===== src/rtl/fb_pixel_stream_pkg.sv =====
// fb_pixel_stream_pkg: shared colour codes, tag type and sizing helpers for the frame-buffer scan engine.
package fb_pixel_stream_pkg;

    localparam int WHITE  = 0;
    localparam int BLACK  = 1;
    localparam int RED    = 2;
    localparam int BLUE   = 3;
    localparam int GREEN  = 4;
    localparam int YELLOW = 5;

    typedef struct packed {
        logic vld;
        logic sof;
        logic eol;
    } tag_t;

    // Two spare slots beyond the read latency keep issue running at full rate.
    function automatic int fifo_depth(input int rom_lat);
        return rom_lat + 2;
    endfunction

    // Channel ch (2=R, 1=G, 0=B) of default palette entry code is fully on.
    function automatic logic def_on(input int code, input int ch);
        logic [2:0] m;
        m = code == WHITE  ? 3'b111 :
            code == RED    ? 3'b100 :
            code == BLUE   ? 3'b001 :
            code == GREEN  ? 3'b010 :
            code == YELLOW ? 3'b110 : 3'b000;
        return m[2'(ch)];
    endfunction

endpackage


===== src/rtl/fb_pixel_stream_pix_fifo.sv =====
// pix_fifo: synchronous FIFO with fall-through on empty so a push can be popped in the same cycle.
module pix_fifo #(
    parameter int W     = 5,
    parameter int DEPTH = 3,
    parameter int CNT_W = $clog2(DEPTH + 1)
) (
    input  logic             clk_i,
    input  logic             rst_ni,
    input  logic             push_i,
    input  logic [W-1:0]     wdata_i,
    input  logic             pop_i,
    output logic             valid_o,
    output logic [W-1:0]     rdata_o,
    output logic [CNT_W-1:0] count_o
);
    localparam int PW = DEPTH > 1 ? $clog2(DEPTH) : 1;

    logic [W-1:0]     mem_q [DEPTH];
    logic [PW-1:0]    wr_q, rd_q, wr_d, rd_d;
    logic [CNT_W-1:0] count_q, count_d;
    logic             empty, wr, rd;

    assign empty   = count_q == '0;
    assign valid_o = !empty | push_i;
    assign rdata_o = empty ? wdata_i : mem_q[rd_q];
    assign count_o = count_q;
    assign wr      = push_i & !(empty & pop_i);
    assign rd      = pop_i & !empty;
    assign wr_d    = !wr ? wr_q : wr_q == PW'(DEPTH - 1) ? '0 : wr_q + 1'b1;
    assign rd_d    = !rd ? rd_q : rd_q == PW'(DEPTH - 1) ? '0 : rd_q + 1'b1;
    assign count_d = count_q + CNT_W'(wr) - CNT_W'(rd);

    always_ff @(posedge clk_i) begin
        if (!rst_ni) begin
            wr_q    <= '0;
            rd_q    <= '0;
            count_q <= '0;
        end else begin
            wr_q    <= wr_d;
            rd_q    <= rd_d;
            count_q <= count_d;
        end
    end

    always_ff @(posedge clk_i)
        if (wr) mem_q[wr_q] <= wdata_i;

endmodule


===== src/rtl/fb_pixel_stream.sv =====
// fb_pixel_stream: raster-order frame-buffer reader with latency-absorbing FIFO and writable palette.
module fb_pixel_stream
    import fb_pixel_stream_pkg::*;
#(
    parameter int H_ACTIVE   = 640,
    parameter int V_ACTIVE   = 480,
    parameter int ADDR_W     = 19,
    parameter int CODE_W     = 3,
    parameter int COLOR_W    = 4,
    parameter int ROM_LAT    = 1,
    parameter int START_ADDR = 0
) (
    input  logic                 CLK,
    input  logic                 RST,
    input  logic                 en,
    output logic [ADDR_W-1:0]    addra,
    output logic                 rd_en,
    input  logic [CODE_W-1:0]    douta,
    input  logic                 pal_we,
    input  logic [CODE_W-1:0]    pal_idx,
    input  logic [3*COLOR_W-1:0] pal_rgb,
    output logic                 pix_valid,
    input  logic                 pix_ready,
    output logic [COLOR_W-1:0]   R,
    output logic [COLOR_W-1:0]   G,
    output logic [COLOR_W-1:0]   B,
    output logic                 sof,
    output logic                 eol
);
    localparam int DEPTH     = fifo_depth(ROM_LAT);
    localparam int NPIX      = H_ACTIVE * V_ACTIVE;
    localparam int CW        = $clog2(DEPTH + 1);
    localparam int HW        = H_ACTIVE > 1 ? $clog2(H_ACTIVE) : 1;
    localparam int NPAL      = 2 ** CODE_W;
    localparam int START_COL = START_ADDR % H_ACTIVE;

    logic [ADDR_W-1:0]    addr_q, addr_d;
    logic [HW-1:0]        col_q, col_d;
    logic [CW-1:0]        infl_q, infl_d, f_count;
    tag_t                 tag_q [ROM_LAT];
    logic [3*COLOR_W-1:0] pal_q [NPAL];
    logic [3*COLOR_W-1:0] rgb_q;
    logic                 vld_q, sof_q, eol_q;
    logic                 credit, push, f_valid, load;
    logic [CODE_W+1:0]    f_rdata;
    logic [CODE_W-1:0]    head_code;

    // Reads already issued plus those buffered may never exceed the FIFO size.
    assign credit    = ({1'b0, infl_q} + {1'b0, f_count}) < (CW + 1)'(DEPTH);
    assign rd_en     = RST & en & credit;
    assign addra     = addr_q;
    assign addr_d    = !rd_en ? addr_q : addr_q == ADDR_W'(NPIX - 1) ? '0 : addr_q + 1'b1;
    assign col_d     = !rd_en ? col_q : col_q == HW'(H_ACTIVE - 1) ? '0 : col_q + 1'b1;
    assign push      = tag_q[ROM_LAT-1].vld;
    assign infl_d    = infl_q + CW'(rd_en) - CW'(push);
    assign load      = f_valid & (!vld_q | pix_ready);
    assign head_code = f_rdata[CODE_W+1:2];

    always_ff @(posedge CLK) begin
        if (!RST) begin
            addr_q <= ADDR_W'(START_ADDR);
            col_q  <= HW'(START_COL);
            infl_q <= '0;
            for (int i = 0; i < ROM_LAT; i++) tag_q[i] <= '0;
        end else begin
            addr_q   <= addr_d;
            col_q    <= col_d;
            infl_q   <= infl_d;
            tag_q[0] <= '{vld: rd_en, sof: addr_q == '0, eol: col_q == HW'(H_ACTIVE - 1)};
            for (int i = 1; i < ROM_LAT; i++) tag_q[i] <= tag_q[i-1];
        end
    end

    pix_fifo #(
        .W     (CODE_W + 2),
        .DEPTH (DEPTH),
        .CNT_W (CW)
    ) u_fifo (
        .clk_i   (CLK),
        .rst_ni  (RST),
        .push_i  (push),
        .wdata_i ({douta, tag_q[ROM_LAT-1].sof, tag_q[ROM_LAT-1].eol}),
        .pop_i   (load),
        .valid_o (f_valid),
        .rdata_o (f_rdata),
        .count_o (f_count)
    );

    always_ff @(posedge CLK) begin
        if (!RST) begin
            for (int i = 0; i < NPAL; i++)
                pal_q[i] <= {{COLOR_W{def_on(i, 2)}}, {COLOR_W{def_on(i, 1)}}, {COLOR_W{def_on(i, 0)}}};
        end else if (pal_we) begin
            pal_q[pal_idx] <= pal_rgb;
        end
    end

    // Lookup reads the palette before any same-cycle write lands.
    always_ff @(posedge CLK) begin
        if (!RST) begin
            vld_q <= 1'b0;
            rgb_q <= '0;
            sof_q <= 1'b0;
            eol_q <= 1'b0;
        end else if (load) begin
            vld_q <= 1'b1;
            rgb_q <= pal_q[head_code];
            sof_q <= f_rdata[1];
            eol_q <= f_rdata[0];
        end else if (pix_ready) begin
            vld_q <= 1'b0;
        end
    end

    assign pix_valid = vld_q;
    assign {R, G, B} = rgb_q;
    assign sof       = sof_q;
    assign eol       = eol_q;

endmodule

===== config.mk =====
export PLATFORM = sky130hd
export DESIGN_NAME = fb_pixel_stream
export DESIGN_NICKNAME = d
export VERILOG_FILES = /design/src/rtl/fb_pixel_stream_pkg.sv /design/src/rtl/fb_pixel_stream_pix_fifo.sv /design/src/rtl/fb_pixel_stream.sv
export SDC_FILE = /design/constraint.sdc
export NUM_CORES = 1
export LEC_CHECK = 0
export ABC_AREA = 1
export ABC_CLOCK_PERIOD_IN_PS = 5850
export CAP_MARGIN = 20
export CORE_MARGIN = 5
export CORE_UTILIZATION = 63
export DETAILED_ROUTE_END_ITERATION = 10
export GPL_TIMING_DRIVEN = 0
export PLACE_DENSITY = 0.89
export SETUP_SLACK_MARGIN = 0.05
export SLEW_MARGIN = 20
export SYNTH_ARGS = -nofsm -noshare
export SYNTH_HDL_FRONTEND = slang
export SYNTH_SLANG_ARGS = --single-unit

===== constraint.sdc =====
create_clock -name CLK -period 5.85 [get_ports CLK]
set_input_delay 1.17 -clock CLK [delete_from_list [all_inputs] [get_ports CLK]]
set_output_delay 1.17 -clock CLK [all_outputs]
set_load 0.05 [all_outputs]

== Word-level counts from Yosys, hierarchy flattened ==
Memory sizes are Yosys's and may differ from the RTL's. A register that Yosys moved wholly into a read port is not among the register bits.
Cells that the tools add are included.

* Register bits: 40
* Bits in writable memories: 114
* Input port bits: 23
* Output and inout bits: 35
* Logic and storage cells: 64
* Memories kept: 3

* Add/subtract/negate cells: 9
* Order comparisons: 1
* Equal/unequal tests: 4
* Multiplexer cells: 21
* Bitwise logic cells: 8
* Reductions and logical operators: 9

{| class="wikitable"
|+ Memories
! name !! depth !! bits a word !! read ports !! clocked after memory_dff !! wr ports !! line !! source
|-
| pal_q || 8 || 12 || 1 || 1 || 8 || fb_pixel_stream.sv:41 || <nowiki>logic [3*COLOR_W-1:0] pal_q [NPAL];</nowiki>
|-
| u_fifo.mem_q || 3 || 5 || 1 || 1 || 1 || fb_pixel_stream_pix_fifo.sv:18 || <nowiki>logic [W-1:0] mem_q [DEPTH];</nowiki>
|-
| tag_q || 1 || 3 || 1 || 0 || 1 || fb_pixel_stream.sv:40 || <nowiki>tag_t tag_q [ROM_LAT];</nowiki>
|}

{| class="wikitable"
|+ Operator list
! cell !! count
|-
| 19-bit by 1-bit adder with 19-bit output, second input constant || 1
|-
| 19-bit equality test, second input constant || 1
|-
| 19-bit zero test || 1
|-
| 19-bit 2-to-1 mux || 1
|-
| 12-bit 2-to-1 mux || 1
|-
| 12-bit OR reduction || 1
|-
| 1-bit 2-to-1 mux || 11
|-
| 10-bit by 1-bit adder with 10-bit output, second input constant || 1
|-
| 10-bit equality test, second input constant || 1
|-
| 10-bit 2-to-1 mux || 1
|-
| 2-bit 2-to-1 mux || 4
|-
| 1-bit AND || 6
|-
| 3-bit 2-to-1 mux || 2
|-
| 5-bit 2-to-1 mux || 1
|-
| 2-bit by 1-bit adder with 2-bit output || 2
|-
| 2-bit by 1-bit adder with 2-bit output, second input constant || 2
|-
| 2-bit equality test, second input constant || 2
|-
| 1-bit zero test || 4
|-
| 2-bit by 1-bit subtractor with 2-bit output || 2
|-
| 2-bit by 2-bit adder with 3-bit output || 1
|-
| 3-bit by 2-bit less-than comparator with 1-bit output, second input constant || 1
|-
| 3-bit OR reduction || 1
|-
| 2-bit zero test || 1
|-
| 1-bit bitwise OR || 2
|-
| 2-bit nonzero test || 1
|}

== Longest topological paths before layout ==
* Depth after elaboration: 9
* Mapped depth: 12
* Depth with buffers taken out: 11

== Hierarchy ==
A second synthesis with hierarchy kept.

* Cells, all modules: 902
* Area, all modules: 7684.9 um^2

{| class="wikitable"
|+ Modules (own cells, without submodules)
! module !! times used !! cells an instance !! area each (um^2) !! seq. area each (um^2)
|-
| fb_pixel_stream || 1 || 798 || 6695.2 || 3863.7
|-
| pix_fifo || 1 || 104 || 989.7 || 610.6
|}

== Worst setup path after synthesis ==
OpenSTA, ideal clock, no wires.

* Kind: input port to output port
* Start point: input port RST
* End point: output port rd_en
* Arrival time: 1.961 ns
* Data required time: 4.680 ns
* Setup slack: 2.719 ns
* Cell stages on the path: 6
* Path buffers: 2
* Path through: buf_4 > nand2_1 > nor2_2 > nand2_2 > inv_2 > buf_2

* Longest elaborated chain between the ends: 2

{| class="wikitable"
|+ Ends and longest elaborated chain
! what !! line !! source
|-
| from (decl) || fb_pixel_stream.sv:14 || <nowiki>input logic RST,</nowiki>
|-
| 1-bit AND (2 in series) || fb_pixel_stream.sv:50 || <nowiki>assign rd_en = RST & en & credit;</nowiki>
|-
| to (decl) || fb_pixel_stream.sv:17 || <nowiki>output logic rd_en,</nowiki>
|}

No other way between the ends.

== Worst setup path in the final report ==
* Start point: input port en
* End point: output port rd_en

* Longest elaborated chain between the ends: 2

{| class="wikitable"
|+ Ends and longest elaborated chain
! what !! line !! source
|-
| from (decl) || fb_pixel_stream.sv:15 || <nowiki>input logic en,</nowiki>
|-
| 1-bit AND (2 in series) || fb_pixel_stream.sv:50 ||
|}

No other way between the ends.

==> flow_summary_export.csv <==
group,metric,value,unit
run_status,status,"finished, final reports clean",
timing,rsz0062_at_grt,"no",
yosys,synth_top_cells_by_area,"edfxtp_1 (42%), dfxtp_1 (14%), nand3_1 (8.7%), nand2_1 (7.9%), inv_1 (7.4%)",
timing,setup-tns-final,0,ns
timing,clock_skew,0.01018,ns
worst_hold_path,holdPathEnd,"u_fifo.wr_q[1]$_SDFFE_PN0P_",
worst_hold_path,hold_path_depth,2,
global_route,grt_pass1_wl,32.67,mm
critical_path,cp-end-kind,"primary output",
place,portBuffers,56,
global_route,grt_max_degree,17,
clock_tree,cts-buffers-inserted,17,
yosys,yosysUniqueCellTypes,35,
yosys,async_reset_ff_frac,0,
place,place.gp.congestion,0.9935,
timing,period_share,0.7485,
global_route,antenna_found_initial,0,
yosys,synth_top_area_share,0.4168,
critical_path,r2r_slack,3.48,ns
routing,vias,6847,
floorplanning,die_x,122.7,µm
yosys,yosysMostFrequentCell,"nand2_1",
layout,antenna_cells,0,
timing,hold_viol,0,
global_route,grt_usage,0.2880,
clock_tree,clk_path_buf_depth,2,
worst_hold_path,worstHoldStart,"u_fifo.wr_q[1]$_SDFFE_PN0P_",
yosys,synthFlopType,"edfxtp_1",
layout,finalNetCount,1045,
global_route,grt_pass1_vias,6402,
floorplanning,dieArea,15050,µm²
layout,syn_to_final_growth,17.15,%
yosys,syn_nets,970,
yosys,synthesis.area,7996,µm²
critical_path,crit_path_max_fanout,11,
timing,finalSetupViolations,0,
routing,vias_per_cell,5.715,
routing,finalWirelength,20.75,mm
timing,fin_crit,4.379,ns
worst_hold_path,hold_class,"reg2reg",
critical_path,startpoint_type,"input pin",
yosys,synth_area_per_cell,8.525,µm²
yosys,synth_top_cells_by_count,"nand2_1 (169), inv_1 (158), nand3_1 (139)",
routing,ant_nets,0,
clock_tree,root_buffer,"clkbuf_16",
timing,worst_slew_pin_slew,0.7266,ns
timing,fmaxAchievable,0.2284,GHz
floorplanning,io_pins,58,
yosys,synth_area_leader_cell,"edfxtp_1",
clock_tree,cts_hold_buf,0,
clock_tree,clk_pin_slew_worst_paths,0.06,ns
layout,drive_gt1_frac,0.06628,
routing,detail_route.wl_per_cell,17.32,µm
critical_path,r2r_cells,7,
clock_tree,cts_tree,"built",
yosys,ys_seq_area_frac,0.5595,
critical_path,crit_type,"in2out",
timing,report.final.slew_viol_count,0,
yosys,synthCells,938,
timing,slew_headroom,0.5118,
floorplanning,die_h,122.7,µm
floorplanning,row_count,41,
clock_tree,post-cts-setup-buffer-count,0,
critical_path,r2r_start,"u_fifo.count_o[1]$_SDFF_PN0_",
floorplanning,start_util,0.6388,
place,dpl.hpwl,14.26,mm
floorplanning,core,12520,µm²
layout,instances_no_fill,1198,
yosys,synth_edf_count,111,
power_and_ir_drop,ir_drop,0.0002466,V
critical_path,r2r-end,"u_fifo.mem_q[2][0]$_DFFE_PP_",
yosys,ys_ff_latch,168,
clock_tree,htreeDepth,4,
routing,drc,0,
routing,dr.pass1.iters,6,
clock_tree,cts_resized,0,
place,numPlacedInstances,1166,
clock_tree,insertion_delay,0.43,ns
power_and_ir_drop,p_per_area,461.0,nW/µm²
run,maxCapViolCount,0,
yosys,yosysWarningCount,0,
clock_tree,cts.sinks,168,
critical_path,worst_ep_required_time,4.68,ns
routing,drtIter0Drc,1016,
power_and_ir_drop,p_leak,3.986,nW
global_route,overflow,0,
critical_path,worstPathArrival,3.21,ns
==> critical path, cell delays in order <==
cell and delay (ns):
clkdlybuf4s50_1 0.46, nand2_1 0.07, nor2_2 0.09, nand2_2 0.15, inv_2 0.15, buf_2 0.26, clkdlybuf4s50_1 0.85
==> metrics by stage <==
step	setup slack (ns)	power (W)	instance area, µm²	util	hold slack [ns]
floorplan	2.719	0.002604	7996	-	0.4432
global placement	1.497	0.003087	8772	0.7008	0.4562
detailed placement	1.485	0.003133	8772	0.7008	0.4782
CTS	1.484	0.004265	9368	0.7484	0.4875
global route	1.418	0.004514	9368	0.7484	0.5130
finish	1.471	0.004319	9368	0.7484	0.4775
==> layer usage <==
metal | GRT usage | vias to the layer above | wire (µm)
li1 | - | 3200 | -
met1 | 0.3908 | 3180 | 8209
met2 | 0.4510 | 403 | 9611
met3 | 0.07788 | 64 | 2396
met4 | 0.09727 | 0 | 532
met5 | 0 | - | 0
==> sequential cells by signal (all words and copies together) (netlist names), named ones only <==
signal	flops
pal_q	96
pix_valid	1
addra	19
eol	1
u_fifo.count_o	2
rgb_q	12
col_q	10
tag_q	3
u_fifo.rd_q	2
sof	1
u_fifo.wr_q	2
infl_q	2
u_fifo.mem_q	15
==> layout make-up <==
class                           instances  area (µm²)
Buffer                                 34       180.2
Clock buffer                           25       506.7
Clock inverter                          7       88.84
Fill cell                             932        3149
Inverter                              166       623.1
Multi-Input combinational cell        570        2719
Sequential cell                       168        4474
Tap cell                              172       215.2
Timing Repair Buffer                   56       560.5
==> kinds of logic (layout without fill, tap and decap cells) <==
family / count (synthesis) / after routing / synth area share
xor+xnor: 11 / 11 / 0.01205
fa+ha+maj: 9 / 9 / 0.01502
flops: 168 / 168 / 0.5595
buf+inv: 200 / 288 / 0.1005
compound gates: 62 / 62 / 0.04131
simple gates: 488 / 488 / 0.2716
==> power by group <==
group | total (W) | internal (W) | switching (W)
combinational | 0.00170 | 0.000509 | 0.00119
sequential | 0.00149 | 0.00141 | 0.0000769
clock | 0.00113 | 0.000685 | 0.000448
==> layout by cell type, fill, tap and decap left out, drive strengths merged <==
cell type and instances:
nand2 175, inv 164, nand3 139, nor2 127, edfxtp 111, dfxtp 57
clkdlybuf4s50 56, clkbuf 37, a21oi 33, o21ai 23, buf 22, nor3 16
nand4 12, nand3b 12, xor2 10, ha 8, clkinv 5, nor4 4
nor3b 2, o211ai 2, a31oi 2, bufinv 2, clkinvlp 2, a22oi 1
xnor2 1, o211a 1, nor2b 1, fa 1
==> worst max-delay path by stage <==
| stage | from | slack [ns] | endpoint |
|---|---|---|---|
| after global routing | en | 1.42 | rd_en |
| after floorplan | RST | 2.72 | rd_en |
| after CTS | en | 1.48 | rd_en |
| after detailed placement | en | 1.48 | rd_en |
| final | en | 1.47 | rd_en |
| after global placement | en | 1.50 | rd_en |
Note: power is estimated with default switching activity, not from simulation.
